[src/rtl/memoria_pkg.sv]
// Shared definitions for the main-memory controller: width defaults, latency bounds, FSM states.
// Latency: n/a (package only).
// Backpressure: n/a (package only).
package memoria_pkg;

    localparam int ADDR_W_DEF  = 5;
    localparam int DATA_W_DEF  = 3;
    localparam int LATENCY_DEF = 3;
    localparam int LATENCY_MIN = 1;
    localparam int LATENCY_MAX = 15;

    typedef enum logic [1:0] {
        IDLE = 2'd0,
        WB   = 2'd1,
        RD   = 2'd2,
        DONE = 2'd3
    } state_t;

    // Width of the latency counter: enough to hold LATENCY-1, never less than one bit.
    function automatic int cnt_width(input int lat);
        return (lat <= 2) ? 1 : $clog2(lat);
    endfunction

endpackage

[src/rtl/contador_latencia.sv]
// Loadable down-counter timing one memory access; zero flags the completing edge.
// Latency: load/decrement take effect at the next clock edge; zero is decoded from the count register.
// Backpressure: none; the counter stops at zero until reloaded.
//
// Ports: clock, resetn (async active-low), load/load_val (synchronous load, wins over en),
//        en (decrement when nonzero), zero (count == 0).
module contador_latencia #(
    parameter int W = 2
) (
    input  logic         clock,
    input  logic         resetn,
    input  logic         load,
    input  logic [W-1:0] load_val,
    input  logic         en,
    output logic         zero
);

    logic [W-1:0] cnt;

    always_ff @(posedge clock or negedge resetn) begin
        if (!resetn) begin
            cnt <= '0;
        end else if (load) begin
            cnt <= load_val;
        end else if (en && (cnt != '0)) begin
            cnt <= cnt - 1'b1;
        end
    end

    assign zero = (cnt == '0);

endmodule

[src/rtl/memoria_principal_ctrl.sv]
// Main-memory backing store + controller: optional victim write-back followed by a line fill.
// Latency: LATENCY cycles per access; ack in the cycle after edge E0+LATENCY (read) or E0+2*LATENCY (wb+read).
// Backpressure: ready=0 from the cycle after acceptance through the ack cycle; req is ignored while busy.
//
// Ports: clock, resetn (async active-low); req/wb_en/wb_addr/wb_data/rd_addr request fields
//        (sampled only on the accepting edge); ready, ack (1-cycle pulse), rd_data (held until next ack).
// Optional macro MEMPRINC_STATS_EN adds rd_count / wb_count (saturating at 255).
module memoria_principal_ctrl
    import memoria_pkg::*;
#(
    parameter int ADDR_W  = ADDR_W_DEF,
    parameter int DATA_W  = DATA_W_DEF,
    parameter int LATENCY = LATENCY_DEF
) (
    input  logic              clock,
    input  logic              resetn,
    input  logic              req,
    input  logic              wb_en,
    input  logic [ADDR_W-1:0] wb_addr,
    input  logic [DATA_W-1:0] wb_data,
    input  logic [ADDR_W-1:0] rd_addr,
    output logic              ready,
    output logic              ack,
    output logic [DATA_W-1:0] rd_data
`ifdef MEMPRINC_STATS_EN
    ,
    output logic [7:0]        rd_count,
    output logic [7:0]        wb_count
`endif
);

    localparam int              DEPTH  = 2 ** ADDR_W;
    localparam int              CNT_W  = cnt_width(LATENCY);
    localparam logic [CNT_W-1:0] RELOAD = CNT_W'(LATENCY - 1);

    generate
        if (LATENCY < LATENCY_MIN || LATENCY > LATENCY_MAX) begin : g_latency_range
            $error("memoria_principal_ctrl: LATENCY must be within 1..15");
        end
    endgenerate

    state_t state, state_next;

    logic              wb_en_q;
    logic [ADDR_W-1:0] wb_addr_q;
    logic [DATA_W-1:0] wb_data_q;
    logic [ADDR_W-1:0] rd_addr_q;

    logic cnt_load;
    logic cnt_en;
    logic cnt_zero;
    logic wr_en;
    logic rd_en;
    logic accept;

    logic [DATA_W-1:0] mem [DEPTH];

    contador_latencia #(.W(CNT_W)) u_contador (
        .clock    (clock),
        .resetn   (resetn),
        .load     (cnt_load),
        .load_val (RELOAD),
        .en       (cnt_en),
        .zero     (cnt_zero)
    );

    assign accept = (state == IDLE) && req;

    always_ff @(posedge clock or negedge resetn) begin
        if (!resetn) begin
            state <= IDLE;
        end else begin
            state <= state_next;
        end
    end

    // The WB phase reloads the shared counter on its final edge so RD gets a full LATENCY.
    always_comb begin
        state_next = state;
        cnt_load   = 1'b0;
        cnt_en     = 1'b0;
        wr_en      = 1'b0;
        rd_en      = 1'b0;
        case (state)
            IDLE: begin
                if (req) begin
                    cnt_load   = 1'b1;
                    state_next = wb_en ? WB : RD;
                end
            end
            WB: begin
                if (cnt_zero) begin
                    wr_en      = 1'b1;
                    cnt_load   = 1'b1;
                    state_next = RD;
                end else begin
                    cnt_en = 1'b1;
                end
            end
            RD: begin
                if (cnt_zero) begin
                    rd_en      = 1'b1;
                    state_next = DONE;
                end else begin
                    cnt_en = 1'b1;
                end
            end
            DONE: begin
                state_next = IDLE;
            end
            default: begin
                state_next = IDLE;
            end
        endcase
    end

    // ready/ack are flopped from the next state so no output is a decode of live logic.
    always_ff @(posedge clock or negedge resetn) begin
        if (!resetn) begin
            ready <= 1'b1;
            ack   <= 1'b0;
        end else begin
            ready <= (state_next == IDLE);
            ack   <= (state_next == DONE);
        end
    end

    always_ff @(posedge clock or negedge resetn) begin
        if (!resetn) begin
            wb_en_q   <= 1'b0;
            wb_addr_q <= '0;
            wb_data_q <= '0;
            rd_addr_q <= '0;
        end else if (accept) begin
            wb_en_q   <= wb_en;
            wb_addr_q <= wb_addr;
            wb_data_q <= wb_data;
            rd_addr_q <= rd_addr;
        end
    end

    // Reset loads word i with i so post-reset contents are known.
    // The write lands on an earlier edge than the read, so a same-address
    // fill naturally returns the victim data.
    always_ff @(posedge clock or negedge resetn) begin
        if (!resetn) begin
            for (int i = 0; i < DEPTH; i++) begin
                mem[i] <= DATA_W'(i);
            end
        end else if (wr_en && wb_en_q) begin
            mem[wb_addr_q] <= wb_data_q;
        end
    end

    always_ff @(posedge clock or negedge resetn) begin
        if (!resetn) begin
            rd_data <= '0;
        end else if (rd_en) begin
            rd_data <= mem[rd_addr_q];
        end
    end

`ifdef MEMPRINC_STATS_EN
    always_ff @(posedge clock or negedge resetn) begin
        if (!resetn) begin
            rd_count <= '0;
            wb_count <= '0;
        end else begin
            if (rd_en && (rd_count != 8'hFF)) begin
                rd_count <= rd_count + 8'd1;
            end
            if (wr_en && (wb_count != 8'hFF)) begin
                wb_count <= wb_count + 8'd1;
            end
        end
    end
`endif

endmodule

[config.mk]
export PLATFORM = sky130hd
export DESIGN_NAME = memoria_principal_ctrl
export DESIGN_NICKNAME = d
export VERILOG_FILES = /design/src/rtl/memoria_pkg.sv /design/src/rtl/contador_latencia.sv /design/src/rtl/memoria_principal_ctrl.sv
export SDC_FILE = /design/constraint.sdc
export NUM_CORES = 1
export LEC_CHECK = 0
export ABC_CLOCK_PERIOD_IN_PS = 4400
export BUFFER_PORTS_ARGS = -buffer_cell sky130_fd_sc_hd__buf_2
export CORE_UTILIZATION = 60
export CTS_CLUSTER_DIAMETER = 50
export CTS_CLUSTER_SIZE = 14
export DETAILED_ROUTE_END_ITERATION = 7
export GPL_TIMING_DRIVEN = 0
export PLACE_DENSITY = 0.78
export SLEW_MARGIN = 20
export SYNTH_ARGS = -nofsm -noshare
export SYNTH_HDL_FRONTEND = slang
export SYNTH_SLANG_ARGS = --single-unit
export TNS_END_PERCENT = 30
[constraint.sdc]
create_clock -name clock -period 4.4 [get_ports clock]
set_clock_uncertainty 0.05 [all_clocks]
set_input_delay 0.44 -clock clock [delete_from_list [all_inputs] [get_ports clock]]
set_output_delay 0.44 -clock clock [all_outputs]
set_load 0.03 [all_outputs]
* After elaboration in Yosys (flattened, before gate mapping)
Index checks and enable logic that the tools add are counted.
Word-level totals: logic and storage cells 81, bits of input ports 17, flip-flop bits (word level) 119, output and inout bits 5
Cells by class: mux-type cells 20, bitwise operators 2, reductions and logical operators 10, add/subtract/negate cells 1, equality and inequality tests 4, magnitude comparators 3
Operators by type and width (number):
- bitwise mux 96 bit | 1
- binary-select mux 3 bit (select 5 bit) | 1
- demux 3 bit (select 5 bit) | 1
- greater-or-equal comparator 6 bit (second input constant) | 2
- two-way mux 2 bit | 6
- inverter 5 -> 6 bit | 2
- two-way mux 3 bit | 3
- case mux 2 bit (4 select lines) | 1
- == test 2 bit (second input constant) | 3
- logical NOT 2 bit | 3
- less-than comparator 6 x 1 -> 1 bit (second input constant) | 1
- two-way mux 1 bit | 6
- logical AND 1 bit | 4
- nonzero test 2 bit | 2
- == test 2 x 1 -> 1 bit (second input constant) | 1
- case mux 1 bit (2 select lines) | 1
- OR reduction 2 bit | 1
- subtractor 2 x 1 -> 2 bit (second input constant) | 1

* Logic depth before layout (Yosys ltp)
Gate-level depths: netlist of run 1.
depth after elaboration 6, gate-level depth with buffers 8, mapped depth without buffers 7

* By module
A second synthesis of run 1 with hierarchy kept.
Unflattened totals: cells, all modules 430, area total of the unflattened synthesis 5725.5 um^2
Modules (own cells, without submodules):
- memoria_principal_ctrl | cells an instance 417, times used 1, sequential area each 2989.1 um^2, area an instance 5592.9 um^2
- contador_latencia | cells an instance 13, times used 1, sequential area each 50.0 um^2, area an instance 132.6 um^2

* Worst setup path before layout of run 1
OpenSTA, ideal clock, no wires.
path kind reg-to-reg, from register u_contador.cnt[0], to register mem[93] in the netlist's numbering, clock period less this slack 1976 ps, setup slack 2424 ps, stages on the path, launching flop included 8, data required time 4225 ps, path buffers 1, library setup time 125 ps, arrival 1801 ps, cells stage by stage dfrtp_1 inv_1 ha_1 nand3_1 or3_1 clkbuf_1 nor2b_1 mux2_2
On the way: cells in the longest elaborated chain, start to end 4
RTL lines:
- from (decl) | RTL line contador_latencia.sv:18 | logic [W-1:0] cnt;
- from (signal assigned) | RTL line contador_latencia.sv:24 | cnt <= load_val;
- from (signal assigned) | RTL line contador_latencia.sv:26 | cnt <= cnt - 1'b1;
- logical NOT 2 bit | RTL line contador_latencia.sv:30 | assign zero = (cnt == '0);
- two-way mux 1 bit | RTL line memoria_principal_ctrl.sv:92 | if (cnt_zero) begin
- two-way mux 1 bit | RTL line memoria_principal_ctrl.sv:84 | case (state)
- logical AND 1 bit | RTL line memoria_principal_ctrl.sv:150 | end else if (wr_en && wb_en_q) begin
- to (signal, indexed assignment) | RTL line memoria_principal_ctrl.sv:148 | mem[i] <= DATA_W'(i);
- to (signal, indexed assignment) | RTL line memoria_principal_ctrl.sv:151 | mem[wb_addr_q] <= wb_data_q;
- to (decl) | RTL line memoria_principal_ctrl.sv:56 | logic [DATA_W-1:0] mem [DEPTH];
No other way between the ends. A chain may end at the register's enable or synchronous reset.

* Final worst setup path of run 1
from register u_contador.cnt[0], to register mem[55] in the netlist's numbering
Same word-level chain as after synthesis.

==> impl_metrics.ini, run 1 <==
[min_path]
worstHoldPathType = input pin to flip-flop
holdCritStartpoint = rd_addr[0]

[critical_path]
path_cells = inv_1 -> ha_1 -> nand3_1 -> nor3b_2 -> nand2_1 -> mux2_2
slowest_stage = nor3b_2
critPathArrivalTime_ps = 2800
max_stage_delay_ps = 730
crit_family = simple AND/OR/NAND/NOR gates
cp-start-kind = flip-flop
worstPathRequired_ps = 4750
r2r_start = u_contador.cnt[0]$_DFFE_PN0P_
r2r_slack_ps = 1960
worst-path-buf-inv = 1
crit_path_start = u_contador.cnt[0]$_DFFE_PN0P_
crit_fanout = 8
path_class = flip-flop to flip-flop
endpoint_kind = flip-flop

[cts]
cts-root-buf = clkbuf_8
cts_sinks = 119
path_clk_slew_ps = 70
cts.htree.levels = 4
numCtsBuffers = 17
insertion_delay_ps = 530
cts_tree = yes
cts_buffer_depth = 2

[floorplanning]
rows = 35
die_y_um = 99.9
core-area_sq_um = 9240
die_width_um = 99.9
ios = 22
dieArea_sq_um = 9980
initial_utilization_pct = 62.2

[sta]
finalSetupViolations = 0
period_share_pct = 55.5
drv_slew = 0
max_freq_ghz = 0.409
worstMarginPinSlew_ps = 855
fin_crit_ps = 2440
rsz0062_at_grt = no
hold_violations = 0
max-slew-margin-rel_pct = 42.7
tns_ps = 0
fin_hold_ws_ps = 94.9

[routing]
vias_per_cell = 6.10
routedWlPerCell_um = 21.5
wirelength_mm = 13.3
drc_errors = 0
ant_nets = 0
drt-initial-drc-count = 279
dr.pass1.iters = 5
via_count = 3771

[layout]
insertedDiodeCount = 0
final_nets = 500
area_delta_synth_final_pct = 15.3
multi_input_area_sq_um = 2550
drive_gt1_share_pct = 47.2
regArea_sq_um = 3040
fill_cells = 626

[synth]
syn_area_sq_um = 5750
ys_ff_latch = 119
synth_edf_count = 0
synth.avg_cell_area_sq_um = 13.2
ys_types = 41
synth_nets = 458
synth_cells = 434
synth_area_leaders = dfrtp_1 (30%), dfstp_2 (22%), mux2_2 (22%)
seq_area_frac_synth_pct = 52.9
yosys_warnings = 0
synth-main-ff-cell = dfrtp_1
ys_async_sr_fraction_pct = 100
synth_top_cell_by_area = dfrtp_1
synth_top_cell_area_share_pct = 30.5

[global_routing]
antenna_found_initial = 0
overflow = 0
grt_pass1_vias = 3936
grt_usage_pct = 29.3
grt_pass1_wl_mm = 21.2
grt_max_degree = 73

[place]
dpl.hpwl_mm = 8.94
port_buffers = 21
place_congestion = 0.836

[run]
max-cap-violations = 0

[power_and_ir_drop]
leakagePower_nw = 3.03
ir_worst_vdd_v = 0.000461
powerDensity_nw_per_um2 = 682

[run_status]
status = finished, final reports clean
## per-layer routing
layer	vias up	wire length, um	GRT usage, %
met2	144	6520	47.4
met1	1939	5550	38.2
li1	1654	-	-
met4	0	339	10.6
met3	34	899	7.73
met5	-	0	0
## stage by stage
stage               total power [mW]  util (%)  cells  cell area [sq um]  worst slack (ps)
CTS                             4.50      71.8    618               6630              1990
global route                    4.70      71.8    618               6630              1870
finish                          4.52      71.8    618               6630              1960
global placement                3.10      65.1    584               6020              1510
detailed placement              3.15      65.5    585               6050              2040
floorplan                       2.67         -    434               5750              2420
## cells in the final DEF, fill, tap and decap left out, drive strengths merged, types with 4 or more instances in the layout
master	count
nand2	25
inv	8
clkbuf	34
nand2b	4
mux2	110
a21oi	6
mux2i	48
a22oi	13
clkinvlp	4
a22o	6
dfrtp	70
nor2	20
dfstp	49
a221oi	6
buf	31
nor2b	5
clkinv	5
ha	7
## flip-flops by register name, indices dropped and copies added (netlist names)
signal	cells
ack	1
mem	96
rd_addr_q	5
rd_data	3
ready	1
state	2
u_contador.cnt	2
wb_addr_q	5
wb_data_q	3
wb_en_q	1
## final cells by class
| class | count | share of cell area [%] |
|---|---|---|
| sequential | 119 | 45.8 |
| multi-input combinational | 285 | 38.4 |
| clock buffer | 18 | 6.30 |
| tap | 129 | 2.43 |
| clock inverter | 14 | 2.30 |
| timing repair buffer | 23 | 2.25 |
| buffer | 25 | 2.17 |
| inverter | 5 | 0.283 |
## report_power, final
part,internal [mW],switching (mW),total [mW]
clock network,0.810,0.527,1.34
registers,1.39,0.203,1.60
logic,0.664,0.925,1.59
total,2.87,1.66,4.52
## cell usage after synthesis, types with 3 or more instances
| master | n |
|---|---|
| nor2_1 | 20 |
| nor2b_1 | 5 |
| o22ai_1 | 3 |
| mux2_2 | 110 |
| buf_4 | 3 |
| buf_2 | 3 |
| nand2b_1 | 4 |
| dfrtp_1 | 70 |
| a22oi_1 | 13 |
| a21oi_1 | 6 |
| dfstp_2 | 49 |
| ha_1 | 7 |
| a221oi_2 | 4 |
| clkbuf_1 | 16 |
| nand3b_1 | 3 |
| and2_1 | 3 |
| nand2_1 | 25 |
| mux2i_1 | 48 |
| a22o_1 | 6 |
| inv_1 | 5 |
## cells by family (layout without fill, tap and decap cells)
group                    Yosys count  in the layout  share of synthesized area (%)
AND/OR/NAND/NOR                   77             77                           6.75
buffers and inverters             30             85                           2.83
AO/OA/AOI/OAI                     42             42                           5.99
adder cells (fa/ha/maj)            7              7                           1.52
multiplexers                     158            158                           29.9
XOR/XNOR                           1              1                          0.152
flip-flops                       119            119                           52.9
## worst reg2reg max path, cell delays in order, from the launching register on
cell and delay [ps]:
dfrtp_1 390, inv_1 90, ha_1 240, nand3_1 160
nor3b_2 730, nand2_1 300, mux2_2 350
## repair_timing
action / CTS / global route
hold buffers: 1 / 0
endpoints found under the hold margin: 31 / 0
buffers inserted: 0 / 0
resized for setup: 0 / 0
## worst paths after layout
path	endpoint	cells after the start
max in group asynchronous	mem[32]$_DFFE_PN1P_	3
min in group asynchronous	mem[58]$_DFFE_PN0P_	2
worst max-delay path	mem[55]$_DFFE_PN0P_	6
worst min register to register	mem[39]$_DFFE_PN0P_	1
worst max register to register	mem[55]$_DFFE_PN0P_	6
worst min-delay path	rd_addr_q[0]$_DFFE_PN0P_	2
Note: power is estimated with default switching activity, not from simulation.
==> inputs of run 2 (changes only) <==
- ABC_AREA: not set -> 1
- ABC_CLOCK_PERIOD_IN_PS: 4400 -> 2290
- clock period: 4.4 -> 2.29 ns (I/O delays scaled with it)
==> run 2 against run 1 <==
Total power is 82% higher. Clock-buffer cell count unchanged. Area after synthesis down 3.7%. Cell count grew 37%. Largest power group unchanged.
==> impl_metrics.ini, run 2 <==
[run_status]
status = finished, final reports clean

[synth]
seq_area_frac_synth_pct = 54.9
synth_nets = 696
ys_ff_latch = 119
synth.avg_cell_area_sq_um = 8.24
ys_async_sr_fraction_pct = 100
synth_edf_count = 0
synth_cells = 672
synth_area_leaders = dfrtp_1 (32%), dfstp_2 (23%), nand2_1 (18%)
ys_types = 19
synth.most_common_cell = nand2_1
synthTopCellsByCount = nand2_1 (263), nand3_1 (82), dfrtp_1 (70)
yosys_warnings = 0
synth_top_cell_area_share_pct = 31.6
synth-main-ff-cell = dfrtp_1
syn_area_sq_um = 5540
synth_top_cell_by_area = dfrtp_1

[sta]
layout_setup_ws_ps = 129
rsz0062_at_grt = no
max_freq_ghz = 0.463
hold_violations = 0
drv_slew = 0
period_share_pct = 94.4
max-slew-margin-rel_pct = 57.4
finalSetupViolations = 0
worstMarginPinSlew_ps = 638
fin_crit_ps = 2160

[critical_path]
path_class = flip-flop to flip-flop
worstPathRequired_ps = 2610
crit_family = simple AND/OR/NAND/NOR gates
crit_fanout = 8
path_cells = inv_1 -> ha_1 -> nand3_4 -> nor3_4 -> nand2_1 -> nand2_1 -> o21ai_0
worst-path-buf-inv = 1
critPathArrivalTime_ps = 2480
cp-start-kind = flip-flop
max_stage_delay_ps = 510
cpMostUsedCell = nand2_1
slowest_stage = nor3_4
endpoint_kind = flip-flop

[global_routing]
grt_pass1_wl_mm = 24.5
use_met1_pct = 43.2
top_usage_layer = met2
antenna_found_initial = 0
overflow = 0
grt_pass1_vias = 5009
gr-usage-met3_pct = 7.66
grt_max_degree = 72
grt.met2_usage_pct = 54.0
grt_usage_pct = 33.8

[layout]
final_nets = 752
fill_cells = 640
largest-register = mem
final_cell_mix = nand2_1 (263), nand3_1 (82), dfrtp_1 (70)
drive_gt1_share_pct = 17.1
area_delta_synth_final_pct = 18.5
largest_register_ffs = 96
insertedDiodeCount = 0
reg_top3 = mem x96, rd_addr_q x5, wb_addr_q x5
regArea_sq_um = 3040
multi_input_area_sq_um = 2270
final_common_cell = nand2_1

[place]
place_congestion = 0.915
preCtsSetupSlack_ps = 19.7
dpl.hpwl_mm = 9.67
port_buffers = 21

[routing]
routedWlPerCell_um = 17.6
drc_errors = 0
via_count = 4988
vias_per_cell = 5.88
dr.pass1.iters = 5
ant_nets = 0
drt-initial-drc-count = 478
wirelength_mm = 14.9

[cts]
numCtsBuffers = 17
cts-root-buf = clkbuf_8
cts.htree.levels = 4
cts_buffer_depth = 2
path_clk_slew_ps = 60
cts_sinks = 119
cts_tree = yes
insertion_delay_ps = 530

[power_and_ir_drop]
leakagePower_nw = 2.85
ir_worst_vdd_v = 0.000805
p_comb_share_pct = 32.5
p_total_mw = 8.22
p_switching_mw = 3.21
power.share.switching_pct = 39.1
intPower_mw = 5.00
power_frac_clock_pct = 33.1
powerDensity_nw_per_um2 = 1250
pwr-share-seq_pct = 34.4

[floorplanning]
dieArea_sq_um = 9620
core-area_sq_um = 8850
ios = 22
die_width_um = 98.1
die_y_um = 98.1
initial_utilization_pct = 62.6
rows = 34

[run]
max-cap-violations = 0

[min_path]
worstHoldPathType = input pin to flip-flop
run 2: cell families (layout without fill, tap and decap cells):
| family | after synthesis | count (layout) | synth area share (%) |
|---|---|---|---|
| DFF | 119 | 119 | 54.9 |
| buffers and inverters | 53 | 122 | 4.09 |
| adders and majority gates | 7 | 7 | 1.58 |
| and+or+nand+nor | 374 | 374 | 28.5 |
| AOI/OAI and AO/OA | 119 | 119 | 10.9 |
run 2: per-stage QoR:
step	instance area [sq um]	TNS [ps]	hold WS [ps]	utilization [%]	std cells
finish	6570	0	80.3	74.2	849
global route	6570	0	72.1	74.2	849
CTS	6560	0	61.4	74.2	849
detailed placement	5810	0	140	65.7	802
global placement	5780	-27560	412	65.3	801
floorplan	5540	0	-117	-	672
run 2: area by class of cell:
type                    instances  share of cell area (%)
inverters                      24                    1.37
multi-input cells             500                    34.6
flip-flops and latches        119                    46.3
well taps                     108                    2.06
clock buffers                  18                    6.52
repair buffers                 37                    4.40
plain buffers                  29                    2.10
clock inverters                14                    2.65
run 2: timing repair:
action	4_1_cts	5_1_grt
setup buffers	0	0
endpoints found under the hold margin	62	0
resized for setup	0	2
endpoints found under the setup margin	0	10
hold buffers	15	0
run 2: worst paths after layout:
kind | startpoint | to | slack, ps | cells past startpoint
worst max-delay path | state[1]$_DFF_PN0_ | mem[87]$_DFFE_PN0P_ | 130 | 7
worst min-delay path | req | state[0]$_DFF_PN0_ | 80 | 3
worst max register to register | state[1]$_DFF_PN0_ | mem[87]$_DFFE_PN0P_ | 130 | 7
worst min register to register | mem[54]$_DFFE_PN1P_ | mem[54]$_DFFE_PN1P_ | 430 | 2
max in group asynchronous | resetn | mem[32]$_DFFE_PN1P_ | 1310 | 3
min in group asynchronous | resetn | mem[55]$_DFFE_PN0P_ | 150 | 2
run 2: power groups by stage:
stage | clock network (mW) | logic [mW] | registers, mW
after detailed placement | 0 | 2.56 | 2.84
after global placement | 0 | 2.48 | 2.82
after global routing | 2.81 | 2.92 | 2.87
after floorplan | 0 | 1.69 | 2.85
after CTS | 2.73 | 2.62 | 2.82
final | 2.72 | 2.67 | 2.82
run 2: worst reg2reg max path, stage by stage (launching register included):
cell	delay, ps
dfrtp_1	420
inv_1	140
ha_1	250
nand3_4	150
nor3_4	510
nand2_1	260
nand2_1	130
o21ai_0	100
run 2: layer usage:
layer,vias up,share of wire [%]
li1,2339,-
met1,2360,41
met2,243,47
met3,46,8.3
met4,0,3.6
met5,-,0
